$ cat config.mk
export PLATFORM = sky130hd
export DESIGN_NAME = cam_capture_ctrl
export DESIGN_NICKNAME = d
export VERILOG_FILES = /design/src/rtl/cam_capture_ctrl.sv
export SDC_FILE = /design/constraint.sdc
export NUM_CORES = 1
export LEC_CHECK = 0
export CAP_MARGIN = 20
export CORE_ASPECT_RATIO = 1.5
export CORE_MARGIN = 2
export CORE_UTILIZATION = 40
export DETAILED_ROUTE_END_ITERATION = 8
export GPL_TIMING_DRIVEN = 0
export PLACE_DENSITY_LB_ADDON = 0.2
export RECOVER_POWER = 50
export SLEW_MARGIN = 25
export SYNTH_ARGS = -nofsm -noshare
export SYNTH_HDL_FRONTEND = slang
export SYNTH_SLANG_ARGS = --single-unit
export TNS_END_PERCENT = 1
$ cat constraint.sdc
create_clock -name clk -period 1.92 [get_ports clk]
set_input_delay 0.384 -clock clk [delete_from_list [all_inputs] [get_ports clk]]
set_output_delay 0.384 -clock clk [all_outputs]
set_load 0.005 [all_outputs]
$ cat src/rtl/cam_capture_ctrl.sv
// Camera port capture sequencer: conditions pclk/vsync/href/data,
// packs byte pairs into RGB565 pixels and emits them with linear addresses.
module cam_capture_ctrl #(
    parameter int H_ACTIVE        = 640,
    parameter int V_ACTIVE        = 480,
    parameter int ADDR_W          = 19,
    parameter int DEBOUNCE_CYCLES = 1000000,
    parameter int SYNC_STAGES     = 2
) (
    input  logic              clk,
    input  logic              reset_n,
    input  logic              cam_pclk,
    input  logic              cam_vsync,
    input  logic              cam_href,
    input  logic [7:0]        cam_data,
    input  logic              shutter,
    input  logic              arm,
    input  logic              clear_overflow,
    output logic [15:0]       pix_data,
    output logic [ADDR_W-1:0] pix_addr,
    output logic              pix_valid,
    input  logic              pix_ready,
    output logic              busy,
    output logic              frame_done,
    output logic              overflow
);

    localparam int COL_W  = $clog2(H_ACTIVE + 1);
    localparam int LINE_W = $clog2(V_ACTIVE + 1);
    localparam int DB_W   = $clog2(DEBOUNCE_CYCLES + 1);

    localparam logic [COL_W-1:0]  H_COL   = COL_W'(H_ACTIVE);
    localparam logic [LINE_W-1:0] V_LAST  = LINE_W'(V_ACTIVE - 1);
    localparam logic [ADDR_W-1:0] H_ADDR  = ADDR_W'(H_ACTIVE);
    localparam logic [DB_W-1:0]   DB_LAST = DB_W'(DEBOUNCE_CYCLES - 1);

    typedef enum logic [1:0] {
        IDLE    = 2'd0,
        WAIT_VS = 2'd1,
        CAPTURE = 2'd2,
        FLUSH   = 2'd3
    } state_t;

    // synchroniser chains and edge-detect delay flops
    logic [SYNC_STAGES-1:0]      pclk_sync_q, pclk_sync_d;
    logic [SYNC_STAGES-1:0]      vsync_sync_q, vsync_sync_d;
    logic [SYNC_STAGES-1:0]      href_sync_q, href_sync_d;
    logic [SYNC_STAGES-1:0]      sh_sync_q, sh_sync_d;
    logic [SYNC_STAGES:0][7:0]   data_sync_q, data_sync_d;
    logic                        pclk_dly_q, vsync_dly_q, href_dly_q;

    logic pclk_s, vsync_s, href_s, sh_s;
    logic pclk_rise, vsync_rise, vsync_fall, href_rise, href_fall;
    logic [7:0] byte_in;

    // debounce state
    logic            deb_q, deb_d;
    logic [DB_W-1:0] deb_cnt_q, deb_cnt_d;
    logic            trigger;

    // sequencer and capture datapath
    state_t              state_q, state_d;
    logic                phase_q, phase_d;
    logic                phase_now;
    logic [7:0]          hi_byte_q, hi_byte_d;
    logic [COL_W-1:0]    col_q, col_d;
    logic [LINE_W-1:0]   line_q, line_d;
    logic [ADDR_W-1:0]   addr_q, addr_d;
    logic [ADDR_W-1:0]   base_q, base_d;
    logic                pend_q, pend_d;
    logic [15:0]         pend_data_q, pend_data_d;
    logic [ADDR_W-1:0]   pend_addr_q, pend_addr_d;
    logic                frame_done_q, frame_done_d;

    // output register
    logic                pix_valid_q, pix_valid_d;
    logic [15:0]         pix_data_q, pix_data_d;
    logic [ADDR_W-1:0]   pix_addr_q, pix_addr_d;
    logic                overflow_q, overflow_d;

    assign pclk_s     = pclk_sync_q[SYNC_STAGES-1];
    assign vsync_s    = vsync_sync_q[SYNC_STAGES-1];
    assign href_s     = href_sync_q[SYNC_STAGES-1];
    assign sh_s       = sh_sync_q[SYNC_STAGES-1];
    assign byte_in    = data_sync_q[SYNC_STAGES];
    assign pclk_rise  = pclk_s & ~pclk_dly_q;
    assign vsync_rise = vsync_s & ~vsync_dly_q;
    assign vsync_fall = ~vsync_s & vsync_dly_q;
    assign href_rise  = href_s & ~href_dly_q;
    assign href_fall  = ~href_s & href_dly_q;

    // shift every camera/shutter input one stage down its chain
    always_comb begin
        pclk_sync_d  = (pclk_sync_q << 1) | SYNC_STAGES'(cam_pclk);
        vsync_sync_d = (vsync_sync_q << 1) | SYNC_STAGES'(cam_vsync);
        href_sync_d  = (href_sync_q << 1) | SYNC_STAGES'(cam_href);
        sh_sync_d    = (sh_sync_q << 1) | SYNC_STAGES'(shutter);
        data_sync_d  = {data_sync_q[SYNC_STAGES-1:0], cam_data};
    end

    // synchroniser and edge-detect registers
    always_ff @(posedge clk or negedge reset_n) begin
        if (!reset_n) begin
            pclk_sync_q  <= '0;
            vsync_sync_q <= '0;
            href_sync_q  <= '0;
            sh_sync_q    <= '0;
            data_sync_q  <= '0;
            pclk_dly_q   <= 1'b0;
            vsync_dly_q  <= 1'b0;
            href_dly_q   <= 1'b0;
        end else begin
            pclk_sync_q  <= pclk_sync_d;
            vsync_sync_q <= vsync_sync_d;
            href_sync_q  <= href_sync_d;
            sh_sync_q    <= sh_sync_d;
            data_sync_q  <= data_sync_d;
            pclk_dly_q   <= pclk_s;
            vsync_dly_q  <= vsync_s;
            href_dly_q   <= href_s;
        end
    end

    // shutter level flips after a full run of differing samples
    always_comb begin
        deb_d     = deb_q;
        deb_cnt_d = '0;
        if (sh_s != deb_q) begin
            if (deb_cnt_q == DB_LAST) begin
                deb_d = ~deb_q;
            end else begin
                deb_cnt_d = deb_cnt_q + 1'b1;
            end
        end
    end

    assign trigger = deb_d & ~deb_q;

    // debounce registers
    always_ff @(posedge clk or negedge reset_n) begin
        if (!reset_n) begin
            deb_q     <= 1'b0;
            deb_cnt_q <= '0;
        end else begin
            deb_q     <= deb_d;
            deb_cnt_q <= deb_cnt_d;
        end
    end

    // sequencer next state plus byte packing and line/column tracking
    always_comb begin
        state_d      = state_q;
        phase_d      = phase_q;
        hi_byte_d    = hi_byte_q;
        col_d        = col_q;
        line_d       = line_q;
        addr_d       = addr_q;
        base_d       = base_q;
        pend_d       = 1'b0;
        pend_data_d  = pend_data_q;
        pend_addr_d  = pend_addr_q;
        frame_done_d = 1'b0;
        phase_now    = phase_q & ~href_rise;
        unique case (state_q)
            IDLE: begin
                if (trigger || arm) begin
                    state_d = WAIT_VS;
                end
            end
            WAIT_VS: begin
                if (vsync_fall) begin
                    state_d = CAPTURE;
                    phase_d = 1'b0;
                    col_d   = '0;
                    line_d  = '0;
                    addr_d  = '0;
                    base_d  = '0;
                end
            end
            CAPTURE: begin
                if (vsync_rise) begin
                    state_d = FLUSH;
                end else if (href_fall) begin
                    phase_d = 1'b0;
                    col_d   = '0;
                    line_d  = line_q + 1'b1;
                    base_d  = base_q + H_ADDR;
                    addr_d  = base_q + H_ADDR;
                    if (line_q == V_LAST) begin
                        state_d = FLUSH;
                    end
                end else begin
                    phase_d = phase_now;
                    if (pclk_rise && href_s) begin
                        if (!phase_now) begin
                            hi_byte_d = byte_in;
                            phase_d   = 1'b1;
                        end else begin
                            phase_d = 1'b0;
                            if (col_q < H_COL) begin
                                pend_d      = 1'b1;
                                pend_data_d = {hi_byte_q, byte_in};
                                pend_addr_d = addr_q;
                                col_d       = col_q + 1'b1;
                                addr_d      = addr_q + 1'b1;
                            end
                        end
                    end
                end
            end
            FLUSH: begin
                if (!pix_valid_q && !pend_q) begin
                    frame_done_d = 1'b1;
                    state_d      = IDLE;
                end
            end
            default: state_d = IDLE;
        endcase
    end

    // sequencer and capture registers
    always_ff @(posedge clk or negedge reset_n) begin
        if (!reset_n) begin
            state_q      <= IDLE;
            phase_q      <= 1'b0;
            hi_byte_q    <= '0;
            col_q        <= '0;
            line_q       <= '0;
            addr_q       <= '0;
            base_q       <= '0;
            pend_q       <= 1'b0;
            pend_data_q  <= '0;
            pend_addr_q  <= '0;
            frame_done_q <= 1'b0;
        end else begin
            state_q      <= state_d;
            phase_q      <= phase_d;
            hi_byte_q    <= hi_byte_d;
            col_q        <= col_d;
            line_q       <= line_d;
            addr_q       <= addr_d;
            base_q       <= base_d;
            pend_q       <= pend_d;
            pend_data_q  <= pend_data_d;
            pend_addr_q  <= pend_addr_d;
            frame_done_q <= frame_done_d;
        end
    end

    // load a new pixel when the slot frees up, otherwise flag the loss
    always_comb begin
        pix_valid_d = pix_valid_q & ~pix_ready;
        pix_data_d  = pix_data_q;
        pix_addr_d  = pix_addr_q;
        overflow_d  = overflow_q & ~clear_overflow;
        if (pend_q) begin
            if (!pix_valid_q || pix_ready) begin
                pix_valid_d = 1'b1;
                pix_data_d  = pend_data_q;
                pix_addr_d  = pend_addr_q;
            end else begin
                overflow_d = 1'b1;
            end
        end
    end

    // output registers
    always_ff @(posedge clk or negedge reset_n) begin
        if (!reset_n) begin
            pix_valid_q <= 1'b0;
            pix_data_q  <= '0;
            pix_addr_q  <= '0;
            overflow_q  <= 1'b0;
        end else begin
            pix_valid_q <= pix_valid_d;
            pix_data_q  <= pix_data_d;
            pix_addr_q  <= pix_addr_d;
            overflow_q  <= overflow_d;
        end
    end

    assign pix_valid  = pix_valid_q;
    assign pix_data   = pix_data_q;
    assign pix_addr   = pix_addr_q;
    assign overflow   = overflow_q;
    assign frame_done = frame_done_q;
    assign busy       = (state_q != IDLE);

endmodule

==> impl_metrics.py <==
metrics = {
    "run_status": {
        "status": "finished with violations",
        "violations": "setup timing",
    },
    "synth": {
        "yosys_warnings": 0,
        "syn_avg_cell_area_sq_um": 12.07,
        "synth_flop_cell": "dfrtp_1",
        "synth_top_cell_area_share_pct": 58.56,
        "yosysSeqAreaShare_pct": 58.56,
        "synth-edff-count": 0,
        "syn_inst": 676,
        "synth_seq_cells": 191,
        "synthDistinctLibCells": 59,
        "yosysTopAreaCell": "dfrtp_1",
        "syn_nets": 703,
        "ys_async_sr_fraction_pct": 100.0,
        "synth_area_leaders": "dfrtp_1, mux2_2, nor2_1, xnor2_1, nand2_1",
        "netlist_area_sq_um": 8162,
    },
    "sta": {
        "whs_ps": 349.2,
        "period_minus_slack_ps": 2063,
        "fin_skew_ps": 9.677,
        "fin_crit_sh_pct": 107.4,
        "setup_viol": 53,
        "drv_slew": 0,
        "rsz0062_at_grt": "true",
        "slew_headroom_pct": 53.78,
        "timing.final.ws_setup_ps": -142.9,
        "fmaxAchievable_ghz": 0.4847,
        "worstMarginPinSlew_ps": 688.0,
        "hold_viol": 0,
    },
    "grt": {
        "track_usage_pct": 17.24,
        "grt_pass1_vias": 5707,
        "antenna_found_initial": 0,
        "grt_pass1_wl_microns": 29150,
        "grt_max_degree": 84,
        "grt_overflow": 0,
    },
    "drt": {
        "drc_errors": 0,
        "via_count": 5524,
        "first_pass_iters": 4,
        "antenna_left": 0,
        "wl_per_cell_microns": 16.74,
        "drtIter0Drc": 344,
        "drt-total-wl_microns": 17570,
        "viasPerCell": 5.266,
    },
    "clock_network": {
        "clkLatencyLatePin_ps": 430,
        "cts_sinks": 191,
        "cts_root_buf": "clkbuf_16",
        "clk_path_buf_depth": 2,
        "cts_tree": "done",
        "clkTransAtPathRegs_ps": 70,
        "cts_buffers": 17,
        "cts-htree-levels": 4,
    },
    "power_and_ir_drop": {
        "peakVddDrop_uv": 619.5,
        "p_total_w": 0.01023,
        "p_leak_nw": 4.590,
        "p_per_area_nw_per_um2": 1003,
    },
    "die": {
        "fp.dieW_microns": 120.6,
        "design.die.area_sq_um": 21590,
        "io_pins": 56,
        "initial_core_util_pct": 40.45,
        "die_y_microns": 178.9,
        "placementRows": 64,
        "core-area_sq_um": 20180,
    },
    "critical_path": {
        "critPathMaxStageDelay_ps": 440,
        "worstPathCellList": "inv_2 -> ha_4 -> nor2b_4 -> and3_4 -> buf_6 -> or2_4 -> buf_6 -> o22ai_1 -> a22o_1",
        "critPathMaxFanout": 5,
        "start_kind": "flip-flop",
        "cp_common_cell": "buf_6",
        "worstPathArrival_ps": 2430,
        "cp_slowest_cell": "dfrtp_2",
        "crit_family": "simple AND/OR/NAND/NOR gates",
        "path_buf_inv": 3,
        "critPathCaptureType": "flip-flop",
        "critPathKind": "reg2reg",
        "cp.required_ps": 2280,
    },
    "cells_and_area": {
        "area.growth.synth_to_final_pct": 25.00,
        "nFillCells": 1800,
        "final_cell_mix": "dfrtp_1, mux2_2, nor2_1",
        "layout-drive-gt1-share_pct": 25.99,
        "final_common_cell": "dfrtp_1",
        "nets": 799,
        "seq_area_sq_um": 4781,
        "multi_input_comb_area_sq_um": 3443,
        "num_antenna_cells": 0,
        "design_area_sq_um": 10200,
    },
    "flow_run": {
        "cap_violations": 0,
    },
    "placed_design": {
        "portBuffers": 55,
        "place_area_sq_um": 9114,
        "place.gp.congestion": 0.8720,
        "hpwl_microns": 12180,
    },
    "worst_hold_path": {
        "hold_class": "reg2reg",
    },
}
routing by layer:
metal	vias up	track usage [%]	part of all wire (%)
li1	2608	-	-
met4	0	7.510	2.1
met1	2790	20.81	42
met3	20	2.958	2.7
met2	106	30.20	53
met5	-	0	0
area by class of cell:
cell class / instances / share of cell area (%)
Sequential cell: 191 / 46.86
Multi-Input combinational cell: 443 / 33.75
Timing Repair Buffer: 77 / 7.579
Clock buffer: 21 / 4.513
Tap cell: 264 / 3.238
Buffer: 27 / 2.428
Clock inverter: 11 / 1.042
Inverter: 15 / 0.5887
cell usage after synthesis (all sizes together) (2+ instances only):
master	instances
nor2b	3
ha	10
o2bb2ai	6
xor2	16
buf	17
o22ai	14
and2	3
nor3b	5
mux2	77
or3	5
nand4b	2
nand3	21
and4	5
xnor2	21
inv	15
nand2b	6
a22o	16
a22oi	2
o211ai	2
a2bb2oi	2
nand4	11
o2111ai	6
and3	14
nor3	9
nor4	8
clkbuf	10
nand2	43
a21oi	18
o31ai	2
a31oi	3
nor2	60
dfrtp	191
or2	7
o21ai	33
worst register-to-register path: cells and delay by family, from the launching register on:
family / cells / cell delay, ps
fa+ha+maj: 1 / 210
buf+inv: 3 / 350
flops: 1 / 440
simple gates: 3 / 510
compound gates: 2 / 490
per-stage QoR:
stage | setup TNS [ps] | worst slack (ps) | util [%] | std cells
2_1_floorplan | -727.4 | -31.04 | - | 676
3_3_place_gp | -1412840 | -7231 | 44.87 | 995
3_5_place_dp | -43100 | -506.0 | 45.16 | 997
4_1_cts | -5883 | -138.7 | 48.85 | 1037
5_1_grt | -8706 | -201.5 | 50.56 | 1049
6_report | -2573 | -142.9 | 50.56 | 1049
state kept, by name, summed over array words and instances (netlist names), 2 cells and up:
register,cells
deb_cnt_q,20
addr_q,19
pend_addr_q,19
pix_addr,19
data_sync_d,16
pend_data_q,16
pix_data,16
base_q,12
col_q,10
line_q,9
byte_in,8
hi_byte_q,8
href_sync_q,2
pclk_sync_q,2
sh_sync_q,2
state_q,2
vsync_sync_q,2
power by group:
| group | switching [W] | internal, W | total [W] |
|---|---|---|---|
| Combinational | 0.00116 | 0.00103 | 0.00219 |
| Sequential | 0.000298 | 0.00433 | 0.00463 |
| Clock | 0.00154 | 0.00188 | 0.00341 |
| Total | 0.00300 | 0.00723 | 0.0102 |
final timing paths:
check                                         end                       from  slack [ps]  depth (start not counted)
hold reg to reg              byte_in[6]$_DFF_PN0_  data_sync_d[22]$_DFF_PN0_         350                          0
setup / recovery           addr_q[14]$_DFFE_PN0P_     state_q[1]$_DFFE_PN0P_        -140                          9
hold / removal               byte_in[6]$_DFF_PN0_  data_sync_d[22]$_DFF_PN0_         350                          0
min in group asynchronous    byte_in[5]$_DFF_PN0_                    reset_n         430                          2
max in group asynchronous  base_q[14]$_DFFE_PN0P_                    reset_n         220                          4
setup reg to reg           addr_q[14]$_DFFE_PN0P_     state_q[1]$_DFFE_PN0P_        -140                          9
kinds of logic after synthesis:
family	after synthesis	share of synthesized area [%]
and+or+nand+nor	207	12.95
DFF	191	58.56
AOI/OAI and AO/OA	111	9.259
muxes	78	11.21
buffers and inverters	42	2.514
xor gates and xnor gates	37	3.971
adders and majority gates	10	1.533
timing repair:
item,in CTS,in global routing
hold endpoints to repair,36,0
hold buffers,1,0
buffers inserted,7,11
pin swaps,5,15
gates cloned,0,1
setup endpoints to repair,132,105
resized for setup,35,81
No activity file was read; power rests on OpenSTA's default activity.
